`src/rtl/alu_serial_sequencer_if.sv`:
```
// Word-level request/response bundle between a client and alu_serial_sequencer.
// The client drives start/op/a/b; the sequencer returns the handshake and result flags.
interface alu_serial_sequencer_if #(
  parameter int WIDTH = 8
);
  logic             start;
  logic [3:0]       op;
  logic [WIDTH-1:0] a;
  logic [WIDTH-1:0] b;
  logic             ready;
  logic             done;
  logic [WIDTH-1:0] result;
  logic             zero;
  logic             carry_out;
  logic             overflow;

  modport master (
    output start, op, a, b,
    input  ready, done, result, zero, carry_out, overflow
  );

  modport slave (
    input  start, op, a, b,
    output ready, done, result, zero, carry_out, overflow
  );
endinterface

```
`src/rtl/alu_serial_sequencer.sv`:
```
// Bit-serial sequencer: walks a 1-bit ALU slice LSB-first over WIDTH cycles
// and assembles the word result plus zero/carry/overflow flags.
//
// state  | meaning
// IDLE   | ready=1, waiting for start; operands latched on accept
// RUN    | one slice evaluation per cycle, bit cnt_q presented to the slice
// DONE   | one-cycle done pulse; result/flags were loaded on entry
module alu_serial_sequencer #(
  parameter int WIDTH = 8,
  parameter int CNT_W = 4
) (
  input  logic                  clk,
  input  logic                  rst_n,
  alu_serial_sequencer_if.slave bus,
  output logic                  slice_a,
  output logic                  slice_b,
  output logic                  slice_cin,
  output logic [3:0]            slice_op,
  input  logic                  slice_result,
  input  logic                  slice_cout
);

  localparam logic [1:0] S_IDLE = 2'd0;
  localparam logic [1:0] S_RUN  = 2'd1;
  localparam logic [1:0] S_DONE = 2'd2;

  localparam logic [3:0] OP_AND = 4'b0000;
  localparam logic [3:0] OP_OR  = 4'b0001;
  localparam logic [3:0] OP_ADD = 4'b0010;
  localparam logic [3:0] OP_SUB = 4'b0110;
  localparam logic [3:0] OP_SLT = 4'b0111;
  localparam logic [3:0] OP_NOR = 4'b1100;

  localparam logic [3:0] SL_AND = 4'b0000;
  localparam logic [3:0] SL_OR  = 4'b0001;
  localparam logic [3:0] SL_ADD = 4'b0010;

  localparam logic [CNT_W-1:0] CNT_LAST = CNT_W'(WIDTH - 1);

  logic [1:0]       state_q,  state_d;
  logic [WIDTH-1:0] a_q,      a_d;
  logic [WIDTH-1:0] b_q,      b_d;
  logic [3:0]       op_q,     op_d;
  logic [CNT_W-1:0] cnt_q,    cnt_d;
  logic             carry_q,  carry_d;
  logic [WIDTH-1:0] shreg_q,  shreg_d;
  logic [WIDTH-1:0] result_q, result_d;
  logic             zero_q,   zero_d;
  logic             cout_q,   cout_d;
  logic             ovf_q,    ovf_d;

  logic             ainv, binv, force_zero, arith;
  logic [3:0]       sop;
  logic             bit_a, bit_b;
  logic             ovf_w;
  logic [WIDTH-1:0] shreg_nxt;
  logic [WIDTH-1:0] word_res;

  always_comb begin
    ainv       = 1'b0;
    binv       = 1'b0;
    force_zero = 1'b0;
    arith      = 1'b0;
    sop        = SL_AND;
    case (op_q)
      OP_AND: sop = SL_AND;
      OP_OR:  sop = SL_OR;
      OP_ADD: begin
        sop   = SL_ADD;
        arith = 1'b1;
      end
      OP_SUB, OP_SLT: begin
        sop   = SL_ADD;
        binv  = 1'b1;
        arith = 1'b1;
      end
      OP_NOR: begin
        sop  = SL_AND;
        ainv = 1'b1;
        binv = 1'b1;
      end
      default: force_zero = 1'b1;
    endcase
  end

  // Compare-based mux keeps the bit select in range for any CNT_W.
  always_comb begin
    bit_a = 1'b0;
    bit_b = 1'b0;
    for (int k = 0; k < WIDTH; k++) begin
      if (cnt_q == CNT_W'(k)) begin
        bit_a = a_q[k];
        bit_b = b_q[k];
      end
    end
  end

  always_comb begin
    slice_a   = 1'b0;
    slice_b   = 1'b0;
    slice_cin = 1'b0;
    slice_op  = 4'b0000;
    if (state_q == S_RUN) begin
      slice_a   = (bit_a ^ ainv) & ~force_zero;
      slice_b   = (bit_b ^ binv) & ~force_zero;
      slice_cin = carry_q;
      slice_op  = sop;
    end
  end

  // On the MSB cycle carry_q is the carry into the MSB, slice_cout the carry out.
  always_comb begin
    ovf_w     = carry_q ^ slice_cout;
    shreg_nxt = {slice_result, shreg_q[WIDTH-1:1]};
    word_res  = shreg_nxt;
    if (op_q == OP_SLT) begin
      word_res    = '0;
      word_res[0] = slice_result ^ ovf_w;
    end
  end

  always_comb begin
    state_d  = state_q;
    a_d      = a_q;
    b_d      = b_q;
    op_d     = op_q;
    cnt_d    = cnt_q;
    carry_d  = carry_q;
    shreg_d  = shreg_q;
    result_d = result_q;
    zero_d   = zero_q;
    cout_d   = cout_q;
    ovf_d    = ovf_q;
    case (state_q)
      S_IDLE: begin
        if (bus.start) begin
          a_d     = bus.a;
          b_d     = bus.b;
          op_d    = bus.op;
          cnt_d   = '0;
          carry_d = (bus.op == OP_SUB) || (bus.op == OP_SLT);
          state_d = S_RUN;
        end
      end
      S_RUN: begin
        shreg_d = shreg_nxt;
        carry_d = slice_cout;
        cnt_d   = cnt_q + 1'b1;
        if (cnt_q == CNT_LAST) begin
          cnt_d    = '0;
          state_d  = S_DONE;
          result_d = word_res;
          zero_d   = (word_res == '0);
          cout_d   = arith & slice_cout;
          ovf_d    = arith & ovf_w;
        end
      end
      S_DONE:  state_d = S_IDLE;
      default: state_d = S_IDLE;
    endcase
  end

  always_ff @(posedge clk or negedge rst_n) begin
    if (!rst_n) begin
      state_q  <= S_IDLE;
      a_q      <= '0;
      b_q      <= '0;
      op_q     <= '0;
      cnt_q    <= '0;
      carry_q  <= 1'b0;
      shreg_q  <= '0;
      result_q <= '0;
      zero_q   <= 1'b0;
      cout_q   <= 1'b0;
      ovf_q    <= 1'b0;
    end else begin
      state_q  <= state_d;
      a_q      <= a_d;
      b_q      <= b_d;
      op_q     <= op_d;
      cnt_q    <= cnt_d;
      carry_q  <= carry_d;
      shreg_q  <= shreg_d;
      result_q <= result_d;
      zero_q   <= zero_d;
      cout_q   <= cout_d;
      ovf_q    <= ovf_d;
    end
  end

  assign bus.ready     = (state_q == S_IDLE);
  assign bus.done      = (state_q == S_DONE);
  assign bus.result    = result_q;
  assign bus.zero      = zero_q;
  assign bus.carry_out = cout_q;
  assign bus.overflow  = ovf_q;

endmodule

```
`src/flat_wrapper.sv`:
```
// flat-port wrapper written by rule: the top's interface ports become plain ports
module alu_serial_sequencer_flat 
#(
  parameter int WIDTH = 8,
  parameter int CNT_W = 4
)
  (clk, rst_n, slice_a, slice_b, slice_cin, slice_op, slice_result, slice_cout, bus_start, bus_op, bus_a, bus_b, bus_ready, bus_done, bus_result, bus_zero, bus_carry_out, bus_overflow);
  alu_serial_sequencer_if #(.WIDTH(WIDTH)) bus_i ();
  input  logic clk;
  input  logic rst_n;
  output logic slice_a;
  output logic slice_b;
  output logic slice_cin;
  output logic [3:0] slice_op;
  input  logic slice_result;
  input  logic slice_cout;
  input wire logic [$bits(bus_i.start)-1:0] bus_start;
  input wire logic [$bits(bus_i.op)-1:0] bus_op;
  input wire logic [$bits(bus_i.a)-1:0] bus_a;
  input wire logic [$bits(bus_i.b)-1:0] bus_b;
  output wire logic [$bits(bus_i.ready)-1:0] bus_ready;
  output wire logic [$bits(bus_i.done)-1:0] bus_done;
  output wire logic [$bits(bus_i.result)-1:0] bus_result;
  output wire logic [$bits(bus_i.zero)-1:0] bus_zero;
  output wire logic [$bits(bus_i.carry_out)-1:0] bus_carry_out;
  output wire logic [$bits(bus_i.overflow)-1:0] bus_overflow;
  assign bus_i.start = bus_start;
  assign bus_i.op = bus_op;
  assign bus_i.a = bus_a;
  assign bus_i.b = bus_b;
  assign bus_ready = bus_i.ready;
  assign bus_done = bus_i.done;
  assign bus_result = bus_i.result;
  assign bus_zero = bus_i.zero;
  assign bus_carry_out = bus_i.carry_out;
  assign bus_overflow = bus_i.overflow;
  alu_serial_sequencer #(.WIDTH(WIDTH), .CNT_W(CNT_W)) u_core (.clk(clk), .rst_n(rst_n), .bus(bus_i), .slice_a(slice_a), .slice_b(slice_b), .slice_cin(slice_cin), .slice_op(slice_op), .slice_result(slice_result), .slice_cout(slice_cout));
endmodule
```
`config.mk`:
```
export PLATFORM = sky130hd
export DESIGN_NAME = alu_serial_sequencer_flat
export DESIGN_NICKNAME = d
export VERILOG_FILES = /design/src/rtl/alu_serial_sequencer_if.sv /design/src/rtl/alu_serial_sequencer.sv /design/src/flat_wrapper.sv
export SDC_FILE = /design/constraint.sdc
export NUM_CORES = 1
export LEC_CHECK = 0
export BUFFER_PORTS_ARGS = -buffer_cell sky130_fd_sc_hd__buf_2
export CAP_MARGIN = 20
export CORE_MARGIN = 3
export CORE_UTILIZATION = 50
export CTS_BUF_LIST = sky130_fd_sc_hd__clkbuf_16
export CTS_CLUSTER_DIAMETER = 30
export DETAILED_ROUTE_END_ITERATION = 8
export PLACE_DENSITY = 0.79
export REMOVE_ABC_BUFFERS = 1
export SLEW_MARGIN = 20
export SYNTH_ARGS = -nofsm -noshare
export SYNTH_HDL_FRONTEND = slang
export SYNTH_SLANG_ARGS = --single-unit
```
`constraint.sdc`:
```
create_clock -name clk -period 4.8 [get_ports clk]
set_clock_uncertainty 0.2 [all_clocks]
set_input_delay 0.48 -clock clk [delete_from_list [all_inputs] [get_ports clk]]
set_output_delay 0.48 -clock clk [all_outputs]
set_load 0.05 [all_outputs]
```
# After elaboration in Yosys (flattened, before gate mapping)
# Index checks and enable logic that the tools add are counted.
classes:
  n_reduce_logical: 13
  n_bitwise: 8
  n_mux: 33
  n_eq_ne: 18
  n_addsub: 1
op_table:
  columns: ["operator", "n"]
  rows:
  - ["$eq 4x3->1 const B", 8]
  - ["$mux 1", 23]
  - ["$eq 4x2->1 const B", 3]
  - ["$eq 4x1->1 const B", 2]
  - ["$logic_not 4->1", 2]
  - ["$logic_not 8->1", 1]
  - ["$mux 4", 2]
  - ["$mux 8", 1]
  - ["$pmux 2 s2", 2]
  - ["$pmux 4 s2", 1]
  - ["$reduce_and 2->1", 4]
  - ["$mux 2", 3]
  - ["$reduce_or 3->1", 2]
  - ["$reduce_or 6->1", 1]
  - ["$add 4x1->4 const B", 1]
  - ["$and 1x1->1", 4]
  - ["$eq 4x4->1 const B", 1]
  - ["$xor 1x1->1", 4]
  - ["$eq 2x1->1 const B", 1]
  - ["$eq 2x2->1 const B", 1]
  - ["$logic_not 2->1", 1]
  - ["$ne 2x1->1 const B", 1]
  - ["$ne 2x2->1 const B", 1]
  - ["$pmux 1 s2", 1]
  - ["2 further kinds", 2]
totals:
  register_bits: 46
  out_inout_bits: 20
  word_cells: 84
  input_bits: 25

# Longest topological paths before layout
# Gate-level depths: netlist of the first run.
depth:
  word_depth: 12
  ltp_mapped: 8

# Worst setup path before layout of the first run
# OpenSTA, ideal clock, no wires.
synth_timing:
  path_type: "reg2out"
  from: "register u_core.cnt_q[0]"
  to: "output slice_b"
  path_stages_with_launch: 9
  t_arrival_ns: 2.359
  slack_ns: 1.761
  cell_sequence: "dfrtp_1 inv_1 ha_1 nor2b_2 a221o_1 a211oi_2 o21ai_1 mux2i_1 a21oi_1"
synth_between:
  elab_chain_cells: 12
synth_rtl:
  columns: ["element", "line_no", "text"]
  rows:
  - ["start, declared", "alu_serial_sequencer.sv:44", "logic [CNT_W-1:0] cnt_q, cnt_d;"]
  - ["start signal, assigned", "alu_serial_sequencer.sv:181", "cnt_q <= cnt_d;"]
  - ["$logic_not 4->1", "alu_serial_sequencer.sv:91", "if (cnt_q == CNT_W'(k)) begin"]
  - ["$mux 1 (7 in series)", "alu_serial_sequencer.sv:91", null]
  - ["$mux 1 (*)", "alu_serial_sequencer.sv:91", null]
  - ["$xor 1x1->1 (*)", "alu_serial_sequencer.sv:105", "slice_b = (bit_b ^ binv) & ~force_zero;"]
  - ["$and 1x1->1 (*)", "alu_serial_sequencer.sv:105", null]
  - ["$mux 1 (*)", "alu_serial_sequencer.sv:103", "if (state_q == S_RUN) begin"]
  - ["end, declared", "flat_wrapper.sv:12", "output logic slice_b;"]
# Mark *: on every way between the ends. The rest lies on a longest branch, timed or not.

# Worst setup path after layout of the first run
layout_timing:
  from: "register u_core.cnt_q[0]"
  to: "output slice_a"
layout_between:
  elab_chain_cells: 12
layout_rtl:
  columns: ["element", "line_no", "text"]
  rows:
  - ["$logic_not 4->1", "alu_serial_sequencer.sv:91", null]
  - ["$mux 1 (7 in series)", "alu_serial_sequencer.sv:91", null]
  - ["$mux 1 (*)", "alu_serial_sequencer.sv:91", null]
  - ["$xor 1x1->1 (*)", "alu_serial_sequencer.sv:104", "slice_a = (bit_a ^ ainv) & ~force_zero;"]
  - ["$and 1x1->1 (*)", "alu_serial_sequencer.sv:104", null]
  - ["$mux 1 (*)", "alu_serial_sequencer.sv:103", null]
  - ["end, declared", "flat_wrapper.sv:11", "output logic slice_a;"]
# Marks and branches as above.

==> results.sh, run 1 <==
export IMPL_first_iter_violations=133
export IMPL_cts_buffers=5
export IMPL_slew_headroom=0.4707
export IMPL_timing_hold_ws_ps=-28.58
export IMPL_io_buffers=42
export IMPL_antenna_found_initial=0
export IMPL_postCtsHoldBufs=0
export IMPL_insertion_delay_ps=280
export IMPL_drc=0
export IMPL_yosysSeqAreaShare=0.5140
export IMPL_tritoncts="yes"
export IMPL_finalHoldViolCount=29
export IMPL_ctsLongestPathBuffers=2
export IMPL_critPathArrivalTime_ps=2560
export IMPL_grt_usage=0.1790
export IMPL_dieWidth_microns=72.20
export IMPL_overflow=0
export IMPL_fmax_ghz=0.3089
export IMPL_totalWireLength_mm=4.236
export IMPL_post_cts_buffers=0
export IMPL_slew_violations=0
export IMPL_ant_nets=0
export IMPL_min_period_over_period=0.6745
export IMPL_vias_per_cell=5.132
export IMPL_cts_clk_slew_worst_paths_ps=60
export IMPL_drive_gt1_frac=0.1913
export IMPL_routedWlPerCell_microns=12.17
export IMPL_antennaDiodeCount=0
export IMPL_ys_flop_type="dfrtp_1"
export IMPL_grt_util_met2=0.2669
export IMPL_setup_tns_ps=0
export IMPL_power_mw=1.942
export IMPL_rrSetupSlack_ps=2600
export IMPL_peakVddDrop_mv=0.3963
export IMPL_hold_path_class="input pin to asynchronous set/reset pin"
export IMPL_fillCellCount=365
export IMPL_grt_pass1_wl_mm=7.389
export IMPL_violations="hold timing"
export IMPL_use_met3=0.04986
export IMPL_endpoint_kind="primary output"
export IMPL_use_met1=0.2550
export IMPL_netlist_area_sq_um=2191
export IMPL_synth_edff_count=0
export IMPL_die_h_microns=72.20
export IMPL_area_growth_pct=15.99
export IMPL_busiest_layer="met2"
export IMPL_worst_endpoint_required_ps=4120
export IMPL_dieArea_sq_um=5212
export IMPL_start_kind="flop"
export IMPL_yosysWarningCount=0
export IMPL_worst_pin_slew_ps=793.9
export IMPL_crit_type="flop to primary output"
export IMPL_syn_avg_cell_area_sq_um=8.362
export IMPL_vias=1786
export IMPL_ios=45
export IMPL_status="finished with violations"
export IMPL_root_buffer="clkbuf_16"
export IMPL_grt_pass1_vias=1640
export IMPL_place_congestion=0.8443
export IMPL_finalCriticalPeriod_ps=3238
export IMPL_cp_max_fo=11
export IMPL_grt_max_degree=46
export IMPL_dr_pass1_iters=5
export IMPL_setup_viol=0
export IMPL_fp_row_count=23
export IMPL_postCtsResizedCells=0
export IMPL_syn_inst=262
export IMPL_clock_sinks=45
export IMPL_synthArstFlopShare=1.000
export IMPL_nets=326
export IMPL_synth_seq_cells=45
export IMPL_rsz0062_at_grt="false"
export IMPL_maxCapViolCount=0
export IMPL_dpl_hpwl_mm=3.005
export IMPL_start_util=0.5324
export IMPL_coreArea_sq_um=4115
export IMPL_power_density_nw_per_um2=764.1
export IMPL_htreeDepth=2
export IMPL_yosys_cell_types_count=38
export IMPL_p_leak_nw=1.322
## cells in the final DEF (no fill, tap or decap), drive strengths merged, types with 2 or more instances in the layout
cell type  synthesis  final
nor3               4      4
o21ai             20     20
ha                 4      4
a21oi              7      7
xor2               2      2
a31oi              3      3
mux2i              2      2
o31ai              2      2
inv                8      9
dfrtp             45     45
buf                7     43
nor2b              4      4
nor2              10     10
a22oi              2      2
nand3              6      6
and2               2      2
conb               1      2
nand2b             5      5
clkbuf             9      5
nand2            106    106
nor4               2      2
## final timing paths
kind	from	to	cells past startpoint
min	rst_n	u_core.bus.result[3]	1
max in group asynchronous	rst_n	u_core.b_q[6]	1
max reg2reg	u_core.cnt_q[0]	u_core.bus.zero	5
min in group clk	bus_op[0]	u_core.op_q[0]	3
min reg2reg	u_core.bus.result[6]	u_core.bus.result[6]	2
max	u_core.cnt_q[0]	slice_a	7
## per-layer routing
metal,up-vias,wire [microns]
met5,-,0
met4,0,40
met3,4,210
met2,43,1951
met1,825,2034
li1,914,-
## cell families (layout without fill, tap and decap cells)
group                      count (synthesis)  in the layout  synth area share
and+or+nand+nor                          143            143            0.2747
other                                      1              2          0.001712
AOI/OAI and AO/OA                         40             40            0.1142
DFF                                       45             45            0.5140
muxes                                      2              2          0.009138
xor gates and xnor gates                   3              3           0.01200
adders and majority gates                  4              4           0.02285
buffers and inverters                     24             59           0.05140
## metrics by stage
step | hold slack (ps) | instances | utilization | setup slack, ps | area, sq um
global placement | 255.6 | 340 | 0.5813 | 1964 | 2392
floorplan | -15.59 | 247 | - | 1728 | 2112
detailed placement | 264.0 | 340 | 0.5813 | 1916 | 2392
global route | 35.26 | 348 | 0.6175 | 1429 | 2541
finish | -28.58 | 348 | 0.6175 | 1562 | 2541
CTS | 174.1 | 348 | 0.6169 | 1586 | 2539
## sequential cells by signal (all words and copies together) (netlist names)
signal	count
u_core.a_q	8
u_core.b_q	8
u_core.bus.result	8
u_core.shreg_q	7
u_core.cnt_q	4
u_core.op_q	4
u_core.state_q	2
u_core.bus.carry_out	1
u_core.bus.overflow	1
u_core.bus.zero	1
u_core.carry_q	1
## power breakdown
part | leakage (nW) | switching (mW) | internal [mW]
clock network | 0.0702 | 0.143 | 0.194
registers | 0.565 | 0.139 | 0.553
logic | 0.687 | 0.625 | 0.288
## area by class of cell
cell class / instances / area (sq um) / share of cell area
Clock buffer: 5 / 125.1 / 0.04924
Clock inverter: 3 / 21.27 / 0.008370
Inverter: 8 / 30.03 / 0.01182
Multi-Input combinational cell: 194 / 955.9 / 0.3762
Sequential cell: 45 / 1126 / 0.4431
Tap cell: 50 / 62.56 / 0.02462
Timing Repair Buffer: 43 / 220.2 / 0.08666
## worst max-delay path: stages, from the launching register on
cell	delay (ps)
dfrtp_1	430
ha_1	410
nand2b_1	220
a2bb2oi_1	180
a31oi_1	120
or4_1	470
a21oi_1	150
buf_2	290
## synth_stat cells, types with 2 or more instances
cell type | count | share of area
o21ai_0 | 18 | 0.041
and2_1 | 2 | 0.0057
a21oi_1 | 6 | 0.014
o31ai_1 | 2 | 0.0069
buf_2 | 3 | 0.0069
clkbuf_1 | 9 | 0.015
a31oi_1 | 3 | 0.0086
dfrtp_1 | 45 | 0.51
mux2i_1 | 2 | 0.0091
nor3_1 | 4 | 0.0091
nand2b_1 | 5 | 0.014
nor2_1 | 10 | 0.017
xor2_1 | 2 | 0.0080
buf_4 | 3 | 0.010
nor2b_1 | 3 | 0.0086
ha_1 | 4 | 0.023
a22oi_1 | 2 | 0.0069
inv_1 | 8 | 0.014
nor4_1 | 2 | 0.0057
nand2_1 | 106 | 0.18
nand3_1 | 6 | 0.014
Note: power is estimated with default switching activity, not from simulation.
==> run 2, diff against run 1 <==
--- a/config.mk
+++ b/config.mk
@@ -5,14 +5,15 @@
 export SDC_FILE = /design/constraint.sdc
 export NUM_CORES = 1
 export LEC_CHECK = 0
+export ABC_AREA = 1
 export BUFFER_PORTS_ARGS = -buffer_cell sky130_fd_sc_hd__buf_2
 export CAP_MARGIN = 20
 export CORE_MARGIN = 3
-export CORE_UTILIZATION = 50
+export CORE_UTILIZATION = 49
 export CTS_BUF_LIST = sky130_fd_sc_hd__clkbuf_16
 export CTS_CLUSTER_DIAMETER = 30
 export DETAILED_ROUTE_END_ITERATION = 8
-export PLACE_DENSITY = 0.79
+export PLACE_DENSITY = 0.8
 export REMOVE_ABC_BUFFERS = 1
 export SLEW_MARGIN = 20
 export SYNTH_ARGS = -nofsm -noshare
==> constraint.sdc (replaced) <==
create_clock -name clk -period 2.8 [get_ports clk]
set_clock_uncertainty 0.2 [all_clocks]
set_input_delay 0.28 -clock clk [delete_from_list [all_inputs] [get_ports clk]]
set_output_delay 0.28 -clock clk [all_outputs]
set_load 0.05 [all_outputs]
==> results.sh, run 2 <==
export IMPL_status="complete, no violations"
export IMPL_ant_nets=0
export IMPL_synth_area_leaders="dfrtp_1 50%, nand2_1 17%, inv_1 4.5%, nor2_1 3.7%, o21ai_0 3.3%"
export IMPL_hold_path_class="input pin to flop"
export IMPL_first_iter_violations=146
export IMPL_yosys_cell_types_count=33
export IMPL_synthTopCellsByCount="104 x nand2_1, 45 x dfrtp_1, 27 x inv_1"
export IMPL_start_kind="flop"
export IMPL_synthAdderAreaFrac=0.02225
export IMPL_p_leak_nw=1.539
export IMPL_synth_top_area_cell="dfrtp_1"
export IMPL_slowest_stage="dfrtp_2"
export IMPL_maxCapViolCount=0
export IMPL_antenna_found_initial=0
export IMPL_slew_headroom=0.5775
export IMPL_synthArstFlopShare=1.000
export IMPL_grt_pass1_wl_mm=8.625
export IMPL_power_mw=3.592
export IMPL_clockPowerShare=0.213
export IMPL_power_switching_mw=1.633
export IMPL_finalHoldViolCount=0
export IMPL_vias_per_cell=5.003
export IMPL_dieArea_sq_um=5440
export IMPL_peakVddDrop_mv=0.6889
export IMPL_dieWidth_microns=73.76
export IMPL_grt_pass1_vias=1921
export IMPL_drive_gt1_frac=0.2118
export IMPL_muxShareOfSynthArea=0
export IMPL_overflow=0
export IMPL_seqPwrFrac=0.320
export IMPL_slowest_delay_ps=440
export IMPL_tritoncts="yes"
export IMPL_synth_seq_cells=45
export IMPL_htreeDepth=2
export IMPL_internal_power_mw=1.959
export IMPL_p_comb_frac=0.467
export IMPL_ctsLongestPathBuffers=2
export IMPL_yosysWarningCount=0
export IMPL_totalWireLength_mm=4.984
export IMPL_worst_pin_slew_ps=629.1
export IMPL_grt_max_degree=46
export IMPL_dpl_hpwl_mm=3.417
export IMPL_antennaDiodeCount=0
export IMPL_endpoint_kind="primary output"
export IMPL_drc=0
export IMPL_min_period_over_period=0.9334
export IMPL_slew_violations=0
export IMPL_worst_endpoint_required_ps=2320
export IMPL_place_congestion=1.016
export IMPL_root_buffer="clkbuf_16"
export IMPL_coreArea_sq_um=4384
export IMPL_critPathArrivalTime_ps=2130
export IMPL_fillCellCount=365
export IMPL_crit_type="flop to primary output"
export IMPL_mostFrequentLayoutCells="104 x nand2_1, 44 x dfrtp_1, 39 x buf_2"
export IMPL_synth_top_family_by_area="simple AND/OR/NAND/NOR gates"
export IMPL_synth_most_common_cell="nand2_1"
export IMPL_ys_flop_type="dfrtp_1"
export IMPL_clock_sinks=45
export IMPL_die_h_microns=73.76
export IMPL_synth_xor_area_share=0.01168
export IMPL_final_common_cell="nand2_1"
export IMPL_finalCriticalPeriod_ps=2613
export IMPL_fp_row_count=24
export IMPL_synth_edff_count=0
export IMPL_cts_buffers=5
export IMPL_cp_cell_sequence="inv_1 -> ha_2 -> inv_1 -> nor2_1 -> nand3_1 -> nand2_1 -> nand2_1 -> nand2_1 -> nand2_1 -> nand2_1 -> nand2_1 -> nand2_1 -> nand2_1 -> nand3_1 -> nand2_1 -> nor2_1 -> buf_4"
export IMPL_insertion_delay_ps=280
export IMPL_synthSimpleGateAreaFrac=0.3026
export IMPL_vias=1961
export IMPL_cp_max_fo=6
export IMPL_io_buffers=42
export IMPL_fin_area_sq_um=2839
export IMPL_ios=45
export IMPL_synth_compound_area_share=0.08231
export IMPL_cts_clk_slew_worst_paths_ps=60
export IMPL_syn_inst=283
export IMPL_yosysSeqAreaShare=0.5006
export IMPL_crit_top_cell="nand2_1"
export IMPL_nets=368
export IMPL_power_density_nw_per_um2=1265
export IMPL_routedWlPerCell_microns=12.71
export IMPL_dr_pass1_iters=4
export IMPL_setup_viol=0
export IMPL_start_util=0.5131
export IMPL_netlist_area_sq_um=2250
export IMPL_placed_cell_area_sq_um=2507
export IMPL_area_growth_pct=26.20
export IMPL_switching_share=0.4546
export IMPL_synth_top_area_share=0.5006
export IMPL_syn_avg_cell_area_sq_um=7.949
export IMPL_fmax_ghz=0.3826
export IMPL_grt_usage=0.2031
==> run 2: changes by cell type after synthesis, moves of 3 or more <==
cell      delta
inv_1       +19
nor2_1      +12
nand3_1      +8
inv_2        +7
nand2b_1     -5
a21oi_1      -4
clkbuf_1     -4
o31ai_1      +4
nor2b_1      -3
nor3_1       -3
o21ai_0      -3
or2_0        +3
==> run 2: repair_timing <==
action | in CTS | in global routing
setup buffers | 0 | 0
hold buffers | 11 | 1
setup endpoints to repair | 0 | 2
endpoints found under the hold margin | 11 | 45
gates resized for setup | 0 | 8
==> run 2: kinds of logic after synthesis <==
family / after synthesis
XOR/XNOR: 3
AND/OR/NAND/NOR: 155
buffers and inverters: 44
AO/OA/AOI/OAI: 31
flip-flops: 45
other: 1
adder cells (fa/ha/maj): 4
==> run 2: final timing paths <==
path                                    from              end  slack (ps)  depth (start not counted)
min                                 bus_a[0]    u_core.a_q[0]         0.4                          3
min in group asynchronous              rst_n    u_core.b_q[5]         330                          2
max reg2reg                u_core.state_q[1]  u_core.bus.zero         960                          6
max in group asynchronous              rst_n  u_core.cnt_q[0]        1650                          2
max                          u_core.cnt_q[0]          slice_b         190                         17
min reg2reg                    u_core.a_q[2]    u_core.a_q[2]         280                          2
==> run 2: power by group through the flow <==
stage               combinational (mW)  sequential, mW  clock, mW
global route                      1.87            1.18      0.804
global placement                  1.58            1.14          0
detailed placement                1.63            1.15          0
floorplan                         1.01            1.36          0
finish                            1.68            1.15      0.764
CTS                               1.66            1.15      0.778
==> run 2: layout make-up <==
type	instances	area, sq um	area share
timing repair buffer	57	364.1	0.1283
clock inverter	3	68.82	0.02424
clock buffer	5	125.1	0.04407
multi-input combinational	195	954.7	0.3363
sequential	45	1127	0.3971
tap	52	65.06	0.02292
inverter	35	133.9	0.04716
==> run 2: worst max-delay path: cells and delay by family (launching register included) <==
kind	cells	cell delay [ps]
simple gates	13	870
flops	1	440
buf+inv	3	340
fa+ha+maj	1	210
==> run 2: through the flow <==
step                      TNS [ps]  hold WS, ps  utilization  cells  worst slack (ps)
after floorplan             -12.90       -215.6            -    275            -12.90
after global routing        -38.81        16.02       0.6475    392            -38.81
final                            0       0.3897       0.6475    392             186.6
after CTS                        0        1.321       0.6413    391             111.8
after detailed placement         0        265.7       0.5719    372             448.0
after global placement           0        258.6       0.5719    372             551.6
==> run 2: routing by layer <==
layer / share of wire / vias up / wire length [microns] / GRT usage
met3: 0.040 / 8 / 198 / 0.04241
li1: - / 1000 / - / -
met4: 0.012 / 0 / 61 / 0.05634
met1: 0.46 / 908 / 2313 / 0.2668
met2: 0.48 / 45 / 2410 / 0.3386
met5: 0 / - / 0 / 0
